$ cat config.mk
export PLATFORM = sky130hd
export DESIGN_NAME = div
export DESIGN_NICKNAME = d
export VERILOG_FILES = /design/src/rtl/div.sv
export SDC_FILE = /design/constraint.sdc
export NUM_CORES = 1
export LEC_CHECK = 0
export BUFFER_PORTS_ARGS = -buffer_cell sky130_fd_sc_hd__buf_4
export CAP_MARGIN = 20
export CORE_AREA = 2 2 151 226
export CTS_CLUSTER_SIZE = 28
export DETAILED_ROUTE_END_ITERATION = 12
export DIE_AREA = 0 0 153 228
export PLACE_DENSITY = 0.5
export SYNTH_ARGS = -nofsm -noshare
export SYNTH_HDL_FRONTEND = slang
export SYNTH_SLANG_ARGS = --single-unit
$ cat constraint.sdc
create_clock -name clk -period 8.4 [get_ports clk]
set_input_delay 2.52 -clock clk [delete_from_list [all_inputs] [get_ports clk]]
set_output_delay 2.52 -clock clk [all_outputs]
set_load 0.02 [all_outputs]
$ cat src/rtl/div.sv
// div: multi-cycle radix-2 restoring divider, signed/unsigned, with annul
module div #(
  parameter int DW = 32
) (
  input  logic            clk,
  input  logic            rst,
  input  logic            signed_div_i,
  input  logic [DW-1:0]   opdata1_i,
  input  logic [DW-1:0]   opdata2_i,
  input  logic            start_i,
  input  logic            annul_i,
  output logic [2*DW-1:0] result_o,
  output logic            ready_o
);
  localparam int CW = $clog2(DW + 1);
  localparam logic [CW-1:0] LAST = CW'(DW);
  typedef enum logic [1:0] {FREE, BYZERO, ON, END} state_t;
  state_t state, state_n;
  logic [DW-1:0] dvd, dsr, rem, abs1, abs2;
  logic [CW-1:0] cnt;
  logic neg_q, neg_r, go;
  logic [DW:0] s, d;
  assign go = start_i && !annul_i;
  assign abs1 = signed_div_i && opdata1_i[DW-1] ? -opdata1_i : opdata1_i;
  assign abs2 = signed_div_i && opdata2_i[DW-1] ? -opdata2_i : opdata2_i;
  assign s = {rem, dvd[DW-1]};
  assign d = s - {1'b0, dsr};
  // state register
  always_ff @(posedge clk or posedge rst)
    if (rst) state <= FREE;
    else state <= state_n;
  // next-state selection
  always_comb begin
    state_n = state;
    case (state)
      FREE:    state_n = go ? (opdata2_i == '0 ? BYZERO : ON) : FREE;
      BYZERO:  state_n = END;
      ON:      state_n = annul_i ? FREE : (cnt == LAST ? END : ON);
      default: state_n = start_i ? END : FREE;
    endcase
  end
  // datapath: operand latch, one quotient bit per step, sign fix-up on completion
  always_ff @(posedge clk or posedge rst)
    if (rst) begin
      dvd <= '0;
      dsr <= '0;
      rem <= '0;
      cnt <= '0;
      neg_q <= 1'b0;
      neg_r <= 1'b0;
      ready_o <= 1'b0;
      result_o <= '0;
    end else begin
      case (state)
        FREE: begin
          ready_o <= 1'b0;
          result_o <= '0;
          if (go && opdata2_i != '0) begin
            dvd <= abs1;
            dsr <= abs2;
            rem <= '0;
            cnt <= '0;
            neg_q <= signed_div_i && (opdata1_i[DW-1] ^ opdata2_i[DW-1]);
            neg_r <= signed_div_i && opdata1_i[DW-1];
          end
        end
        BYZERO: begin
          ready_o <= 1'b1;
          result_o <= '0;
        end
        ON:
          if (!annul_i) begin
            if (cnt == LAST) begin
              ready_o <= 1'b1;
              result_o <= {neg_r ? -rem : rem, neg_q ? -dvd : dvd};
            end else begin
              dvd <= {dvd[DW-2:0], ~d[DW]};
              rem <= d[DW] ? s[DW-1:0] : d[DW-1:0];
              cnt <= cnt + 1'b1;
            end
          end
        default:
          if (!start_i) begin
            ready_o <= 1'b0;
            result_o <= '0;
          end
      endcase
    end
endmodule

==> metrics.md <==
| Metric | Value |
|---|---|
| Summed negative setup slack over all endpoints | 0 ns |
| Portion of total power attributed to sequential cells | 0.332 |
| Maximum Capacitance Violations | 0 |
| Die Y-Extent | 228 um |
| CTS buffer count | 17 |
| Starting utilization of the core area | 0.343 |
| Dominant cell type by area after synthesis | dfrtp_1 |
| Class of the worst hold path | reg2reg |
| Quantity of hold-fixing buffers added after cts | 0 |
| Top area cells in the synthesized netlist | dfrtp_1, nand2_1, o21ai_0, xor2_1, a21oi_1 |
| Post-layout min period | 5.23 ns |
| Post-synthesis register bit count | 171 |
| Clock transition at the registers of the reported paths | 0.06 ns |
| Data required time of the critical path | 8.73 ns |
| Die X-Extent | 153 um |
| # setup viols final | 0 |
| Wire length of the first global-routing pass | 54.6 mm |
| Number of flops mapped to enable cells by yosys | 0 |
| Worst IR drop on VDD | 163 uV |
| Mean number of vias per cell | 5.21 |
| Total routing usage reported by global routing | 0.198 |
| Detailed Route WL | 33.8 mm |
| Boundary Pins | 134 |
| Final Cycle Share | 0.622 |
| Post-Syn Area | 0.0114 mm^2 |
| Largest net degree at the start of global routing | 80 |
| Category of the most critical setup path | in2reg |
| Grt total ovfl | 0 |
| FFs w/ async S/R, synth | 1.00 |
| Result of the run | finished clean |
| Unrepaired setup endpoints after global routing | false |
| Clock network power share | 0.232 |
| Total inserted antenna cells | 0 |
| Final design instance area without fill | 0.0133 mm^2 |
| Min setup slack post-route | 3.17 ns |
| Combinational group share of total power | 0.436 |
| Die area | 0.0349 mm^2 |
| Number of input and output port buffers inserted | 133 |
| Net count of the finished layout | 1571 |
| Leading cell type in the layout, fill and taps excluded | nand2_1 |
| HPWL after detailed placement | 25.5 mm |
| Data arrival time of the critical path | 5.56 ns |
| Number of distinct library cell variants in the gate-level netlist after synthesis | 67 |
| Pin slew with the least headroom to its limit | 1.05 ns |
| Post-cts gate resize count | 0 |
| Worst Setup End Kind | flip-flop |
| Post-CTS setup-driven buffer insertion count | 0 |
| Level count of the clock H-tree | 4 |
| Net Count, Synth | 1484 |
| Reg-to-reg endpoint | rem[18] |
| Total iterations of the first detailed-routing run | 5 |
| Synthesized netlist cell count | 1372 |
| Post-Synthesis Mean Instance Area | 8.29 um^2 |
| Vias in the first global route | 10100 |
| Total power per unit cell area | 273 mW/mm^2 |
| Core Rows | 82 |
| Slack of the worst reg-to-reg path | 4.72 ns |
| Most common flop cell mapped by yosys | dfrtp_1 |
| Clk sink count | 171 |
| Part of the Yosys area used for sequential elements | 0.376 |
| Final hold viol count | 0 |
| Number of cells in the design after placement | 1858 |
| Insertion delay of the later-clocked pin in the worst-skew pair | 0.45 ns |
| Post-detailed-placement cell area | 0.0126 mm^2 |
| Power Internal | 2.07 mW |
| Switching fraction of total power | 0.430 |
| Fraction of synthesized cell area taken by the top area cell type | 0.376 |
| Total number of yosys warnings | 0 |
| Final Non-Filler Cells | 1892 |
| Final routed wire length divided by cell count | 17.9 um |
| Routability congestion estimate | 0.888 |
| Signed area change from the synthesized netlist to the final layout | 17.0% |
| Fraction of layout instances using a drive strength above 1 | 0.135 |
| Max Fanout on Critical Path | 49 |
| RR Startpoint | rem[0] |
| Remaining design rule violation count | 0 |
| Clock buffer depth | 2 |
| Leakage power figure | 5.93 nW |
| TritonCTS clock tree | yes |
| Antenna violations before repair | 0 |
| Skew final | 0.00944 ns |
| Top library cells by usage in the layout, fill and taps aside | nand2_1, dfrtp_1, o21ai_0, buf_4, a21oi_1 |
| Minimum setup slack after placement | 2.72 ns |
| Count of routing violations after the opening detailed-route iteration | 497 |
| End-of-flow core utilization | 0.401 |
| Highest achievable clock rate | 191 MHz |
| Floorplan Core Area | 0.0331 mm^2 |
| Category of the worst setup path launch point | input pin |
| Root Buffer Master | clkbuf_16 |
| Sw Pwr | 1.56 mW |
| Fin. max-slew vios | 0 |
| Max-slew headroom at the worst pin | 0.298 |
| Count of antenna-violating nets left after detailed routing | 0 |
| CP Capture Point | cnt[5] |
| Length in cells of the worst reg-to-reg path | 12 |
| Crit path launch | opdata2_i[2] |
| Number of vias after detailed routing | 9860 |
## sequential cells by signal (all words and copies together), names as in the netlist
signal	flops
neg_r	1
result_o	64
ready_o	1
neg_q	1
dvd	32
rem	32
dsr	32
state	2
cnt	6
## power by group through the flow
| stage | Sequential (mW) | Clock, mW | Combinational [mW] |
|---|---|---|---|
| detailed placement | 1.24 | 0 | 1.57 |
| CTS | 1.22 | 0.862 | 1.57 |
| global route | 1.24 | 0.896 | 1.79 |
| finish | 1.20 | 0.842 | 1.58 |
| global placement | 1.23 | 0 | 1.56 |
| floorplan | 1.13 | 0 | 1.23 |
## worst max-delay path, cell delays in order
cell and delay (ns):
buf_4 0.13, nor3_1 0.44, and4_1 0.33, and3b_1 0.28
and4_1 0.28, nor2_1 0.11, o21ai_4 0.69, buf_4 0.52
or4_1 0.18, o21ai_0 0.07
## how the worst min path moves through the flow
stage	startpoint	endpoint	slack, ns	cells past startpoint
after floorplan	dsr[17]	dsr[17]	0.45	2
after global placement	result_o[53]	result_o[53]	0.47	2
after detailed placement	result_o[1]	result_o[1]	0.47	2
after CTS	result_o[1]	result_o[1]	0.49	2
after global routing	result_o[3]	result_o[3]	0.51	2
final	result_o[49]	result_o[49]	0.48	2
## metal layers
layer / wire (um) / global-route usage / vias up
li1: - / - / 4940
met1: 12900 / 0.209 / 4719
met2: 18700 / 0.382 / 149
met3: 878 / 0.0323 / 52
met4: 1310 / 0.0854 / 0
met5: 0 / 0 / -
## synthesized netlist by cell type, types with 5 or more instances
| cell type | n |
|---|---|
| xnor2_1 | 61 |
| inv_1 | 63 |
| dfrtp_1 | 171 |
| or4_1 | 5 |
| o211ai_1 | 5 |
| nand3_1 | 18 |
| o21ai_0 | 147 |
| nand4_1 | 10 |
| clkbuf_1 | 51 |
| nor4_1 | 7 |
| a31oi_1 | 13 |
| a21boi_0 | 5 |
| o21ai_1 | 45 |
| nor2b_1 | 7 |
| nand2b_1 | 13 |
| nand2_1 | 212 |
| buf_2 | 11 |
| buf_1 | 5 |
| o31ai_1 | 30 |
| xor2_1 | 81 |
| o41ai_1 | 10 |
| ha_1 | 42 |
| a211oi_1 | 7 |
| nor2_1 | 92 |
| a21o_1 | 10 |
| or3_1 | 14 |
| mux2i_1 | 32 |
| a21oi_1 | 111 |
| nor3_1 | 25 |
## cell families (layout without fill, tap and decap cells)
kind of cell             count (synthesis)  in the layout  share of synthesized area
AND/OR/NAND/NOR                        432            432                      0.175
AO/OA/AOI/OAI                          412            412                      0.210
buffers and inverters                  139            239                     0.0517
XOR/XNOR                               142            142                      0.109
adder cells (fa/ha/maj)                 43             43                     0.0480
multiplexers                            33             33                     0.0292
flip-flops                             171            171                      0.376
## cell type report
cell class	instances	area [um^2]
fillers	3463	19800
repair buffers	144	1110
flip-flops and latches	171	4280
well taps	420	526
clock inverters	13	165
inverters	63	241
clock buffers	19	453
multi-input cells	1062	6520
## per-stage QoR
stage	power, mW	hold WS, ns
2_1_floorplan	2.36	0.450
3_3_place_gp	2.79	0.468
3_5_place_dp	2.81	0.472
4_1_cts	3.66	0.486
5_1_grt	3.92	0.509
6_report	3.63	0.479
No activity file was read; power rests on OpenSTA's default activity.
